--- src/rtl/tt_adder_operand_seq_pkg.sv ---
// ---------------------------------------------------------------------------
// tt_adder_pkg
// Shared definitions for the nibble-adder operand sequencer:
//   - seq_state_e : sequencer states (IDLE, MAN_SETTLE, SWP_SETTLE, DONE)
//   - operand bus field layout (A nibble at [3:0], B nibble at [7:4])
//   - settle counter width and last sweep operand value
//   - sig_next()  : one rotate-left-by-one then XOR signature step
// ---------------------------------------------------------------------------
package tt_adder_pkg;

    typedef enum logic [1:0] {
        IDLE       = 2'd0,
        MAN_SETTLE = 2'd1,
        SWP_SETTLE = 2'd2,
        DONE       = 2'd3
    } seq_state_e;

    // Operand bus layout: {B, A}
    localparam int A_LSB = 0;
    localparam int B_LSB = 4;
    localparam int NIB_W = 4;

    // Settle counter width; bounds SETTLE_CYC to 1..15
    localparam int CNT_W = 4;

    // Final operand pair of an exhaustive sweep
    localparam logic [7:0] OP_LAST = 8'hFF;

    // Signature step: rotate the running signature left by one, fold in result
    function automatic logic [7:0] sig_next(input logic [7:0] sig, input logic [7:0] res);
        sig_next = {sig[6:0], sig[7]} ^ res;
    endfunction

endpackage

--- src/rtl/tt_adder_operand_seq_if.sv ---
// ---------------------------------------------------------------------------
// tt_adder_operand_seq_if
// Bundles the control, operand and result signals of the operand sequencer.
//   slave  : the sequencer (accepts start/loads, drives operand bus, samples
//            the adder result, reports res_q/res_valid/busy/sig_q)
//   master : the controlling environment plus the adder result feed
// Signals:
//   start, load_valid, load_sel, load_data : control from master
//   op_out  [7:0] : operand bus {B, A} to the adder
//   res_in  [7:0] : adder result back to the sequencer
//   res_q   [7:0] : last captured result
//   res_valid     : pulse one cycle after res_q updates
//   busy          : settle or sweep in progress
//   sig_q   [7:0] : running sweep signature
// ---------------------------------------------------------------------------
interface tt_adder_operand_seq_if;

    logic       start;
    logic       load_valid;
    logic       load_sel;
    logic [3:0] load_data;
    logic [7:0] op_out;
    logic [7:0] res_in;
    logic [7:0] res_q;
    logic       res_valid;
    logic       busy;
    logic [7:0] sig_q;

    modport slave (
        input  start,
        input  load_valid,
        input  load_sel,
        input  load_data,
        input  res_in,
        output op_out,
        output res_q,
        output res_valid,
        output busy,
        output sig_q
    );

    modport master (
        output start,
        output load_valid,
        output load_sel,
        output load_data,
        output res_in,
        input  op_out,
        input  res_q,
        input  res_valid,
        input  busy,
        input  sig_q
    );

endinterface

--- src/rtl/tt_adder_operand_seq_settle.sv ---
// ---------------------------------------------------------------------------
// tt_settle_timer
// Settle-window counter for the operand sequencer. clr restarts the window at
// count 0; en advances it by one per cycle. done is registered and is high
// during the cycle whose count equals SETTLE_CYC-1, i.e. the last cycle of a
// window of SETTLE_CYC cycles.
// Ports:
//   clk, rst_n : clock, async active-low reset
//   clr        : restart the window (priority over en)
//   en         : advance the count
//   done       : last cycle of the current window
// Parameter SETTLE_CYC must lie in 1..15.
// ---------------------------------------------------------------------------
module tt_settle_timer
    import tt_adder_pkg::*;
#(
    parameter int SETTLE_CYC = 2
) (
    input  logic clk,
    input  logic rst_n,
    input  logic clr,
    input  logic en,
    output logic done
);

    localparam logic [CNT_W-1:0] LAST_CNT = CNT_W'(SETTLE_CYC - 1);

    logic [CNT_W-1:0] cnt_r;
    logic [CNT_W-1:0] cnt_inc_s;
    logic             done_r;

    assign cnt_inc_s = cnt_r + CNT_W'(1);

    // Window counter; done is precomputed from the value being loaded so the
    // strobe comes straight from a flop. With SETTLE_CYC==1 every window is
    // a single cycle, so a restart immediately flags done.
    always_ff @(posedge clk or negedge rst_n) begin
        if (!rst_n) begin
            cnt_r  <= '0;
            done_r <= 1'b0;
        end else if (clr) begin
            cnt_r  <= '0;
            done_r <= (LAST_CNT == '0);
        end else if (en) begin
            cnt_r  <= cnt_inc_s;
            done_r <= (cnt_inc_s == LAST_CNT);
        end else begin
            cnt_r  <= cnt_r;
            done_r <= done_r;
        end
    end

    assign done = done_r;

endmodule

--- src/rtl/tt_adder_operand_seq.sv ---
// ---------------------------------------------------------------------------
// tt_adder_operand_seq
// Operand stage for the 8-pin nibble adder tile. Drives the operand bus
// {B[3:0], A[3:0]} from either manual nibble loads or an exhaustive sweep of
// all 256 operand pairs, holds each operand for SETTLE_CYC cycles, samples
// the combinational adder result on the last cycle of the window, and folds
// sweep results into a rotate-XOR signature.
// Ports:
//   clk    : clock, rising edge
//   rst_n  : asynchronous active-low reset (aborts any sweep)
//   bus    : tt_adder_operand_seq_if.slave (start, load_*, op_out, res_in,
//            res_q, res_valid, busy, sig_q)
// Parameters:
//   SETTLE_CYC : cycles op_out is stable before sampling, 1..15
//   SIG_SEED   : signature value loaded on reset and at sweep start
// ---------------------------------------------------------------------------
module tt_adder_operand_seq
    import tt_adder_pkg::*;
#(
    parameter int         SETTLE_CYC = 2,
    parameter logic [7:0] SIG_SEED   = 8'h00
) (
    input  logic                  clk,
    input  logic                  rst_n,
    tt_adder_operand_seq_if.slave bus
);

    seq_state_e state_r;
    logic [7:0] op_r;
    logic [7:0] res_q_r;
    logic [7:0] sig_r;
    logic       cap_r;
    logic       res_valid_r;
    logic       busy_r;

    logic       timer_clr_s;
    logic       timer_en_s;
    logic       timer_done_s;
    logic       capture_s;

    tt_settle_timer #(
        .SETTLE_CYC (SETTLE_CYC)
    ) u_settle_timer (
        .clk   (clk),
        .rst_n (rst_n),
        .clr   (timer_clr_s),
        .en    (timer_en_s),
        .done  (timer_done_s)
    );

    // Settle timer control and result-capture strobe, decoded from state.
    // The window restarts whenever a new operand is presented: on acceptance
    // in IDLE and after each non-final sweep capture.
    always_comb begin
        timer_clr_s = 1'b0;
        timer_en_s  = 1'b0;
        capture_s   = 1'b0;
        case (state_r)
            IDLE: begin
                timer_clr_s = bus.start | bus.load_valid;
            end
            MAN_SETTLE: begin
                capture_s  = timer_done_s;
                timer_en_s = ~timer_done_s;
            end
            SWP_SETTLE: begin
                capture_s   = timer_done_s;
                timer_en_s  = ~timer_done_s;
                timer_clr_s = timer_done_s & (op_r != OP_LAST);
            end
            DONE: begin
                timer_clr_s = 1'b0;
            end
            default: begin
                timer_clr_s = 1'b0;
            end
        endcase
    end

    // Sequencer FSM with operand, result, signature and status registers.
    // res_valid trails the capture by one cycle (cap_r stages it) so it is
    // seen in the cycle after res_q has updated. op_out only moves at the
    // capture edge that ends a window, so the adder input is stable for the
    // whole window.
    always_ff @(posedge clk or negedge rst_n) begin
        if (!rst_n) begin
            state_r     <= IDLE;
            op_r        <= 8'h00;
            res_q_r     <= 8'h00;
            sig_r       <= SIG_SEED;
            cap_r       <= 1'b0;
            res_valid_r <= 1'b0;
            busy_r      <= 1'b0;
        end else begin
            cap_r       <= capture_s;
            res_valid_r <= cap_r;
            case (state_r)
                IDLE: begin
                    // start wins over a same-cycle load; that load is dropped
                    if (bus.start) begin
                        op_r    <= 8'h00;
                        sig_r   <= SIG_SEED;
                        busy_r  <= 1'b1;
                        state_r <= SWP_SETTLE;
                    end else if (bus.load_valid) begin
                        if (bus.load_sel) begin
                            op_r[B_LSB +: NIB_W] <= bus.load_data;
                        end else begin
                            op_r[A_LSB +: NIB_W] <= bus.load_data;
                        end
                        busy_r  <= 1'b1;
                        state_r <= MAN_SETTLE;
                    end else begin
                        busy_r  <= 1'b0;
                        state_r <= IDLE;
                    end
                end
                MAN_SETTLE: begin
                    if (capture_s) begin
                        res_q_r <= bus.res_in;
                        busy_r  <= 1'b0;
                        state_r <= IDLE;
                    end else begin
                        busy_r  <= 1'b1;
                        state_r <= MAN_SETTLE;
                    end
                end
                SWP_SETTLE: begin
                    if (capture_s) begin
                        res_q_r <= bus.res_in;
                        sig_r   <= sig_next(sig_r, bus.res_in);
                        // Wrap is detected before incrementing so op_out
                        // rests at 8'hFF once the sweep is complete.
                        if (op_r == OP_LAST) begin
                            busy_r  <= 1'b0;
                            state_r <= DONE;
                        end else begin
                            op_r    <= op_r + 8'h01;
                            busy_r  <= 1'b1;
                            state_r <= SWP_SETTLE;
                        end
                    end else begin
                        busy_r  <= 1'b1;
                        state_r <= SWP_SETTLE;
                    end
                end
                DONE: begin
                    busy_r  <= 1'b0;
                    state_r <= IDLE;
                end
                default: begin
                    busy_r  <= 1'b0;
                    state_r <= IDLE;
                end
            endcase
        end
    end

    assign bus.op_out    = op_r;
    assign bus.res_q     = res_q_r;
    assign bus.res_valid = res_valid_r;
    assign bus.busy      = busy_r;
    assign bus.sig_q     = sig_r;

endmodule

--- src/flat_wrapper.sv ---
// flat-port wrapper written by rule: the top's interface ports become plain ports
module tt_adder_operand_seq_flat import tt_adder_pkg::*;
#(
    parameter int         SETTLE_CYC = 2,
    parameter logic [7:0] SIG_SEED   = 8'h00
)
  (clk, rst_n, bus_start, bus_load_valid, bus_load_sel, bus_load_data, bus_res_in, bus_op_out, bus_res_q, bus_res_valid, bus_busy, bus_sig_q);
  tt_adder_operand_seq_if bus_i ();
  input  logic clk;
  input  logic rst_n;
  input wire logic [$bits(bus_i.start)-1:0] bus_start;
  input wire logic [$bits(bus_i.load_valid)-1:0] bus_load_valid;
  input wire logic [$bits(bus_i.load_sel)-1:0] bus_load_sel;
  input wire logic [$bits(bus_i.load_data)-1:0] bus_load_data;
  input wire logic [$bits(bus_i.res_in)-1:0] bus_res_in;
  output wire logic [$bits(bus_i.op_out)-1:0] bus_op_out;
  output wire logic [$bits(bus_i.res_q)-1:0] bus_res_q;
  output wire logic [$bits(bus_i.res_valid)-1:0] bus_res_valid;
  output wire logic [$bits(bus_i.busy)-1:0] bus_busy;
  output wire logic [$bits(bus_i.sig_q)-1:0] bus_sig_q;
  assign bus_i.start = bus_start;
  assign bus_i.load_valid = bus_load_valid;
  assign bus_i.load_sel = bus_load_sel;
  assign bus_i.load_data = bus_load_data;
  assign bus_i.res_in = bus_res_in;
  assign bus_op_out = bus_i.op_out;
  assign bus_res_q = bus_i.res_q;
  assign bus_res_valid = bus_i.res_valid;
  assign bus_busy = bus_i.busy;
  assign bus_sig_q = bus_i.sig_q;
  tt_adder_operand_seq #(.SETTLE_CYC(SETTLE_CYC), .SIG_SEED(SIG_SEED)) u_core (.clk(clk), .rst_n(rst_n), .bus(bus_i));
endmodule
--- config.mk ---
export PLATFORM = sky130hd
export DESIGN_NAME = tt_adder_operand_seq_flat
export DESIGN_NICKNAME = d
export VERILOG_FILES = /design/src/rtl/tt_adder_operand_seq_pkg.sv /design/src/rtl/tt_adder_operand_seq_if.sv /design/src/rtl/tt_adder_operand_seq_settle.sv /design/src/rtl/tt_adder_operand_seq.sv /design/src/flat_wrapper.sv
export SDC_FILE = /design/constraint.sdc
export NUM_CORES = 1
export LEC_CHECK = 0
export ABC_CLOCK_PERIOD_IN_PS = 2000
export BUFFER_PORTS_ARGS = -buffer_cell sky130_fd_sc_hd__buf_2
export CORE_ASPECT_RATIO = 0.9
export CORE_MARGIN = 5
export CORE_UTILIZATION = 35
export CTS_CLUSTER_DIAMETER = 60
export DETAILED_ROUTE_END_ITERATION = 8
export PLACE_DENSITY = 0.59
export SLEW_MARGIN = 0
export SYNTH_ARGS = -nofsm -noshare
export SYNTH_HDL_FRONTEND = slang
export SYNTH_SLANG_ARGS = --single-unit
--- constraint.sdc ---
create_clock -name clk -period 2 [get_ports clk]
set_input_delay 0.3 -clock clk [delete_from_list [all_inputs] [get_ports clk]]
set_output_delay 0.3 -clock clk [all_outputs]
set_load 0.01 [all_outputs]
==> results of run 1 <==
## cells in the final DEF (no fill, tap or decap), drive strengths merged, types with 3 or more instances in the layout
| cell type | instances |
|---|---|
| a31oi | 3 |
| buf | 48 |
| dfrtp | 34 |
| inv | 17 |
| o21ai | 16 |
| nand3 | 12 |
| nand4 | 3 |
| mux2 | 10 |
| o31ai | 3 |
| clkbuf | 7 |
| nor2 | 16 |
| ha | 6 |
| nor2b | 3 |
| xor2 | 10 |
| nand2 | 18 |
| a21oi | 8 |
## registers in the layout (all words and copies together) (netlist names)
| register | cells |
|---|---|
| u_core.bus.sig_q | 8 |
| u_core.bus.res_q | 8 |
| u_core.u_settle_timer.cnt_r | 4 |
| u_core.bus.res_valid | 1 |
| u_core.state_r | 2 |
| u_core.u_settle_timer.done | 1 |
| u_core.bus.busy | 1 |
| u_core.bus.op_out | 8 |
| u_core.cap_r | 1 |
## layer usage
| layer | global-route usage [%] | up-vias |
|---|---|---|
| li1 | - | 733 |
| met2 | 18.7 | 36 |
| met4 | 6.49 | 0 |
| met3 | 3.71 | 5 |
| met1 | 18.6 | 679 |
| met5 | 0 | - |
## worst register-to-register path, stage by stage (launching register included)
cell and delay, ns:
dfrtp_1 0.36, inv_1 0.07, ha_1 0.35, nand3_2 0.16
o2bb2ai_4 0.21, nor2_2 0.18, mux2_1 0.34
## kinds of logic (layout without fill, tap and decap cells)
| logic type | after synthesis | count (layout) | synth area share, % |
|---|---|---|---|
| AOI/OAI and AO/OA | 43 | 43 | 16.3 |
| muxes | 10 | 10 | 6.31 |
| adders and majority gates | 6 | 6 | 4.20 |
| and+or+nand+nor | 57 | 57 | 15.6 |
| DFF | 34 | 34 | 47.7 |
| xor gates and xnor gates | 11 | 11 | 5.40 |
| buffers and inverters | 20 | 73 | 4.48 |
## power by group through the flow
stage               logic, mW  clock network, mW  registers [mW]
floorplan                1.04                  0            1.31
global placement         1.70                  0            1.24
detailed placement       1.71                  0            1.24
CTS                      1.72              0.547            1.23
global route             1.91              0.583            1.28
finish                   1.69              0.530            1.23
## worst paths after layout
path | slack, ns | cells after the start | end
hold reg to reg | 0.35 | 0 | u_core.bus.res_valid$_DFF_PN0_
min in group clk | 0.27 | 2 | u_core.bus.res_q[2]$_DFFE_PN0P_
max in group asynchronous | 1.45 | 1 | u_core.bus.op_out[4]$_DFFE_PN0P_
setup reg to reg | 0.22 | 6 | u_core.bus.op_out[0]$_DFFE_PN0P_
hold / removal | 0.08 | 1 | u_core.u_settle_timer.cnt_r[3]$_DFFE_PN0P_
setup / recovery | 0.22 | 6 | u_core.bus.op_out[0]$_DFFE_PN0P_
## cell type report
class,instances,area [um2],share of cell area (%)
multi-input cells,127,855,38.9
flip-flops and latches,34,851,38.7
repair buffers,48,255,11.6
clock buffers,7,86.3,3.93
well taps,65,81.3,3.70
inverters,17,63.8,2.90
clock inverters,1,5.00,0.228
## metrics by stage
stage          total power, mW  cells  utilization (%)  instance area (um2)  hold slack (ns)
2_1_floorplan             2.35    181                -                 1790          0.00441
3_5_place_dp              2.95    291             43.0                 2110            0.342
6_report                  3.45    299             44.9                 2200           0.0770
5_1_grt                   3.78    299             44.9                 2200            0.151
4_1_cts                   3.49    299             44.9                 2200            0.103
3_3_place_gp              2.94    291             43.0                 2110            0.333
==> flow_metrics.env, run 1 <==
export IMPL_grt_usage_pct=13.3
export IMPL_fill_cells=489
export IMPL_slew_violations=0
export IMPL_synth_edf_count=0
export IMPL_dr_total_vias=1453
export IMPL_cts_tree="done"
export IMPL_start_kind="flop"
export IMPL_r2r_start="u_core.state_r[0]$_DFF_PN0_"
export IMPL_combPwrFrac_pct=49.0
export IMPL_synth_top_area_share_pct=47.7
export IMPL_max_freq_mhz=563
export IMPL_routed_wl_met3_um=248
export IMPL_seq_power_share_pct=35.7
export IMPL_die_h_um=77.8
export IMPL_endpoint_kind="flop"
export IMPL_cpLargestDelayFamily="flip-flops"
export IMPL_setup_viol=0
export IMPL_power_density_nw_per_um2=1570
export IMPL_worst_slew_pin_slew_ns=0.742
export IMPL_worstSetupStartpoint="u_core.state_r[0]$_DFF_PN0_"
export IMPL_arrival_ns=1.95
export IMPL_die_area_um2=6630
export IMPL_drc=0
export IMPL_place_gp_congestion=0.813
export IMPL_insertion_delay_ns=0.28
export IMPL_m1WireLength_um=1990
export IMPL_status="finished clean"
export IMPL_fin_ws_ns=0.224
export IMPL_ctsResizeCount=0
export IMPL_numCtsBuffers=5
export IMPL_place_ws_ns=0.228
export IMPL_start_util_pct=36.5
export IMPL_required_ns=2.17
export IMPL_cts_setup_buffers=0
export IMPL_pin_count=43
export IMPL_yosys_warnings=0
export IMPL_slew_headroom_pct=50.5
export IMPL_finalClockSkew_ns=0.00469
export IMPL_dp_hpwl_um=2990
export IMPL_clockBufferDepth=2
export IMPL_dominantRegCellSynth="dfrtp_1"
export IMPL_fin_nets=256
export IMPL_rsz0062_at_grt="no"
export IMPL_fin_crit_sh_pct=88.8
export IMPL_p_int_mw=2.01
export IMPL_yosysMostFrequentCell="dfrtp_1"
export IMPL_clk_pin_slew_ns=0.07
export IMPL_grt_max_degree=35
export IMPL_routed_via_density=4.86
export IMPL_synth_area_leaders="dfrtp_1, mux2_2, xor2_1"
export IMPL_ant_nets=0
export IMPL_p_clk_share_pct=15.4
export IMPL_core_um2=4890
export IMPL_antenna_found_initial=0
export IMPL_drt_iter0_markers=154
export IMPL_htree_num_levels=2
export IMPL_cts_sinks=34
export IMPL_grt_pass1_vias=1458
export IMPL_die_w_um=85.3
export IMPL_met2_length_um=1780
export IMPL_crit_path_max_incr_delay_ns=0.36
export IMPL_ys_ff_latch=34
export IMPL_ir_drop_uv=709
export IMPL_ys_top_cells_by_count="dfrtp_1, inv_1, nand2_1"
export IMPL_ctsHoldBuffers=0
export IMPL_hp_class="in2async"
export IMPL_grt_overflow=0
export IMPL_wl_um=4090
export IMPL_netlist_area_um2=1790
export IMPL_cp_num_buf_inv=1
export IMPL_maxCapViolCount=0
export IMPL_cts_root_buffer="clkbuf_8"
export IMPL_p_sw_share_pct=41.8
export IMPL_yosysSeqAreaShare_pct=47.7
export IMPL_worst_path_max_delay_cell="dfrtp_1"
export IMPL_leakage_nw=1.06
export IMPL_syn2layout_area_growth_pct=23.1
export IMPL_criticalPathCategory="reg2reg"
export IMPL_synth_cell_type_count=39
export IMPL_firstDrtPassIters=4
export IMPL_synth_top_cell_by_area="dfrtp_1"
export IMPL_grt_pass1_wl_um=7040
export IMPL_antennaDiodeCount=0
export IMPL_syn_avg_cell_area_um2=9.86
export IMPL_num_rows=24
export IMPL_crit_path_max_fanout=7
export IMPL_async_flop_share_pct=100
export IMPL_port_buffers=42
export IMPL_crit_path_cell_trace="inv_1 -> ha_1 -> nand3_2 -> o2bb2ai_4 -> nor2_2 -> mux2_1"
export IMPL_syn_num_nets=204
export IMPL_netlist_instances=181
export IMPL_fin_tns_setup_ns=0
export IMPL_power_net_switching_mw=1.45
export IMPL_hold_viol=0
export IMPL_top_layer_used="met4"
export IMPL_wl_per_cell_um=13.7
export IMPL_drive_gt1_share_pct=29.9
export IMPL_period_minus_slack_ns=1.78
Note: power is estimated with default switching activity, not from simulation.
==> inputs of run 2 (changes only) <==
--- a/config.mk
+++ b/config.mk
@@ -6,11 +6,10 @@
 export NUM_CORES = 1
 export LEC_CHECK = 0
 export ABC_CLOCK_PERIOD_IN_PS = 2000
-export BUFFER_PORTS_ARGS = -buffer_cell sky130_fd_sc_hd__buf_2
+export BUFFER_PORTS_ARGS = -buffer_cell sky130_fd_sc_hd__buf_4
 export CORE_ASPECT_RATIO = 0.9
 export CORE_MARGIN = 5
 export CORE_UTILIZATION = 35
-export CTS_CLUSTER_DIAMETER = 60
 export DETAILED_ROUTE_END_ITERATION = 8
 export PLACE_DENSITY = 0.59
 export SLEW_MARGIN = 0
==> constraint.sdc (replaced) <==
create_clock -name clk -period 2 [get_ports clk]
set_input_delay 0.1 -clock clk [delete_from_list [all_inputs] [get_ports clk]]
set_output_delay 0.1 -clock clk [all_outputs]
set_load 0.01 [all_outputs]
==> flow_metrics.env, run 2 (synthesized netlist as in run 1, its figures left out) <==
export IMPL_crit_path_cell_trace="inv_1 -> ha_1 -> nand2b_1 -> o2bb2ai_4 -> nor2_2 -> mux2_1"
export IMPL_worst_slew_pin_slew_ns=0.422
export IMPL_numCtsBuffers=5
export IMPL_slew_headroom_pct=71.7
export IMPL_die_w_um=85.3
export IMPL_finalClockSkew_ns=0.00877
export IMPL_r2r_end="u_core.bus.op_out[1]$_DFFE_PN0P_"
export IMPL_grt_pass1_vias=1438
export IMPL_crit_path_max_incr_delay_ns=0.38
export IMPL_dp_hpwl_um=2990
export IMPL_antennaDiodeCount=0
export IMPL_dr_total_vias=1446
export IMPL_layout_commonest_cell="buf_4"
export IMPL_cts_root_buffer="clkbuf_8"
export IMPL_criticalPathCategory="reg2reg"
export IMPL_clk_pin_slew_ns=0.07
export IMPL_insertion_delay_ns=0.28
export IMPL_hp_class="in2reg"
export IMPL_design_area_um2=2300
export IMPL_slew_violations=0
export IMPL_power_density_nw_per_um2=1550
export IMPL_grt_max_degree=35
export IMPL_firstDrtPassIters=4
export IMPL_maxCapViolCount=0
export IMPL_cts_setup_buffers=0
export IMPL_max_freq_mhz=561
export IMPL_fin_tns_setup_ns=0
export IMPL_antenna_found_initial=0
export IMPL_r2r_start="u_core.state_r[0]$_DFF_PN0_"
export IMPL_grt_overflow=0
export IMPL_total_power_mw=3.58
export IMPL_placed_area_um2=2200
export IMPL_cp_num_buf_inv=1
export IMPL_fill_cells=485
export IMPL_start_kind="flop"
export IMPL_status="finished clean"
export IMPL_leakage_nw=1.09
export IMPL_r2r_setup_slack_ns=0.22
export IMPL_routed_via_density=4.84
export IMPL_cpLargestDelayFamily="flip-flops"
export IMPL_grt_pass1_wl_um=6950
export IMPL_wl_um=4090
export IMPL_ant_nets=0
export IMPL_core_um2=4890
export IMPL_cts_tree="done"
export IMPL_fin_crit_sh_pct=89.2
export IMPL_drt_iter0_markers=91
export IMPL_worstSetupStartpoint="u_core.state_r[0]$_DFF_PN0_"
export IMPL_port_buffers=42
export IMPL_htree_num_levels=2
export IMPL_hold_viol=0
export IMPL_arrival_ns=1.95
export IMPL_setup_viol=0
export IMPL_ctsResizeCount=0
export IMPL_drive_gt1_share_pct=29.5
export IMPL_worst_path_max_delay_cell="dfrtp_1"
export IMPL_required_ns=2.16
export IMPL_fin_nets=256
export IMPL_worst_path_stages=6
export IMPL_endpoint_kind="flop"
export IMPL_place_gp_congestion=0.784
export IMPL_die_h_um=77.8
export IMPL_wl_per_cell_um=13.7
export IMPL_period_minus_slack_ns=1.78
export IMPL_die_area_um2=6630
export IMPL_drc=0
export IMPL_crit_path_max_fanout=9
export IMPL_pin_count=43
export IMPL_ir_drop_uv=659
export IMPL_rsz0062_at_grt="no"
export IMPL_syn2layout_area_growth_pct=29.1
export IMPL_num_rows=24
export IMPL_final_cell_mix="buf_4, dfrtp_1, inv_1, nand2_1, nor2_1"
export IMPL_start_util_pct=36.5
export IMPL_whs_path_depth=2
export IMPL_cts_sinks=34
export IMPL_ctsHoldBuffers=1
export IMPL_clockBufferDepth=2
export IMPL_reg2regPathDepth=6
export IMPL_grt_usage_pct=12.9
export IMPL_cp_endpoint="u_core.bus.op_out[1]$_DFFE_PN0P_"
run 2: metal layers:
metal / global-route usage (%) / vias to the layer above / share of wire [%]
li1: - / 728 / -
met1: 18.5 / 681 / 49
met2: 18.2 / 32 / 45
met3: 3.71 / 5 / 5.2
met4: 5.22 / 0 / 1.3
met5: 0 / - / 0
run 2: layout make-up:
cell class | instances | area [um2] | share of cell area [%]
timing repair buffer | 48 | 363 | 15.7
multi-input combinational | 127 | 855 | 37.1
sequential | 34 | 851 | 36.9
tap | 65 | 81.3 | 3.53
clock buffer | 7 | 86.3 | 3.75
clock inverter | 1 | 5.00 | 0.217
inverter | 17 | 63.8 | 2.77
run 2: worst min path at each step:
stage | from | end | slack, ns
finish | bus_res_in[3] | u_core.bus.res_q[3]$_DFFE_PN0P_ | 0.07
global placement | rst_n | u_core.u_settle_timer.cnt_r[2]$_DFFE_PN0P_ | 0.08
detailed placement | rst_n | u_core.u_settle_timer.cnt_r[2]$_DFFE_PN0P_ | 0.08
floorplan | rst_n | u_core.bus.busy$_DFF_PN0_ | -0.20
CTS | bus_res_in[3] | u_core.bus.res_q[3]$_DFFE_PN0P_ | 0.06
global route | bus_res_in[2] | u_core.bus.res_q[2]$_DFFE_PN0P_ | 0.06
run 2: worst reg2reg max path: stages (launching register included):
cell	delay [ns]
dfrtp_1	0.38
inv_1	0.09
ha_1	0.31
nand2b_1	0.19
o2bb2ai_4	0.19
nor2_2	0.18
mux2_1	0.33
run 2: report_power, final:
part | total (mW) | leakage (nW) | switching [mW] | internal [mW]
Combinational | 1.81 | 0.614 | 0.949 | 0.865
Sequential | 1.24 | 0.427 | 0.263 | 0.982
Clock | 0.519 | 0.0482 | 0.242 | 0.278
Total | 3.58 | 1.09 | 1.45 | 2.12
run 2: stage by stage:
stage          util [%]  setup slack [ns]  cells  hold slack [ns]
4_1_cts            47.1             0.195    299           0.0552
6_report           47.1             0.216    299           0.0676
3_5_place_dp       45.0             0.214    290           0.0768
5_1_grt            47.1            0.0555    299           0.0563
2_1_floorplan         -             0.370    181           -0.196
3_3_place_gp       45.0             0.261    290           0.0765
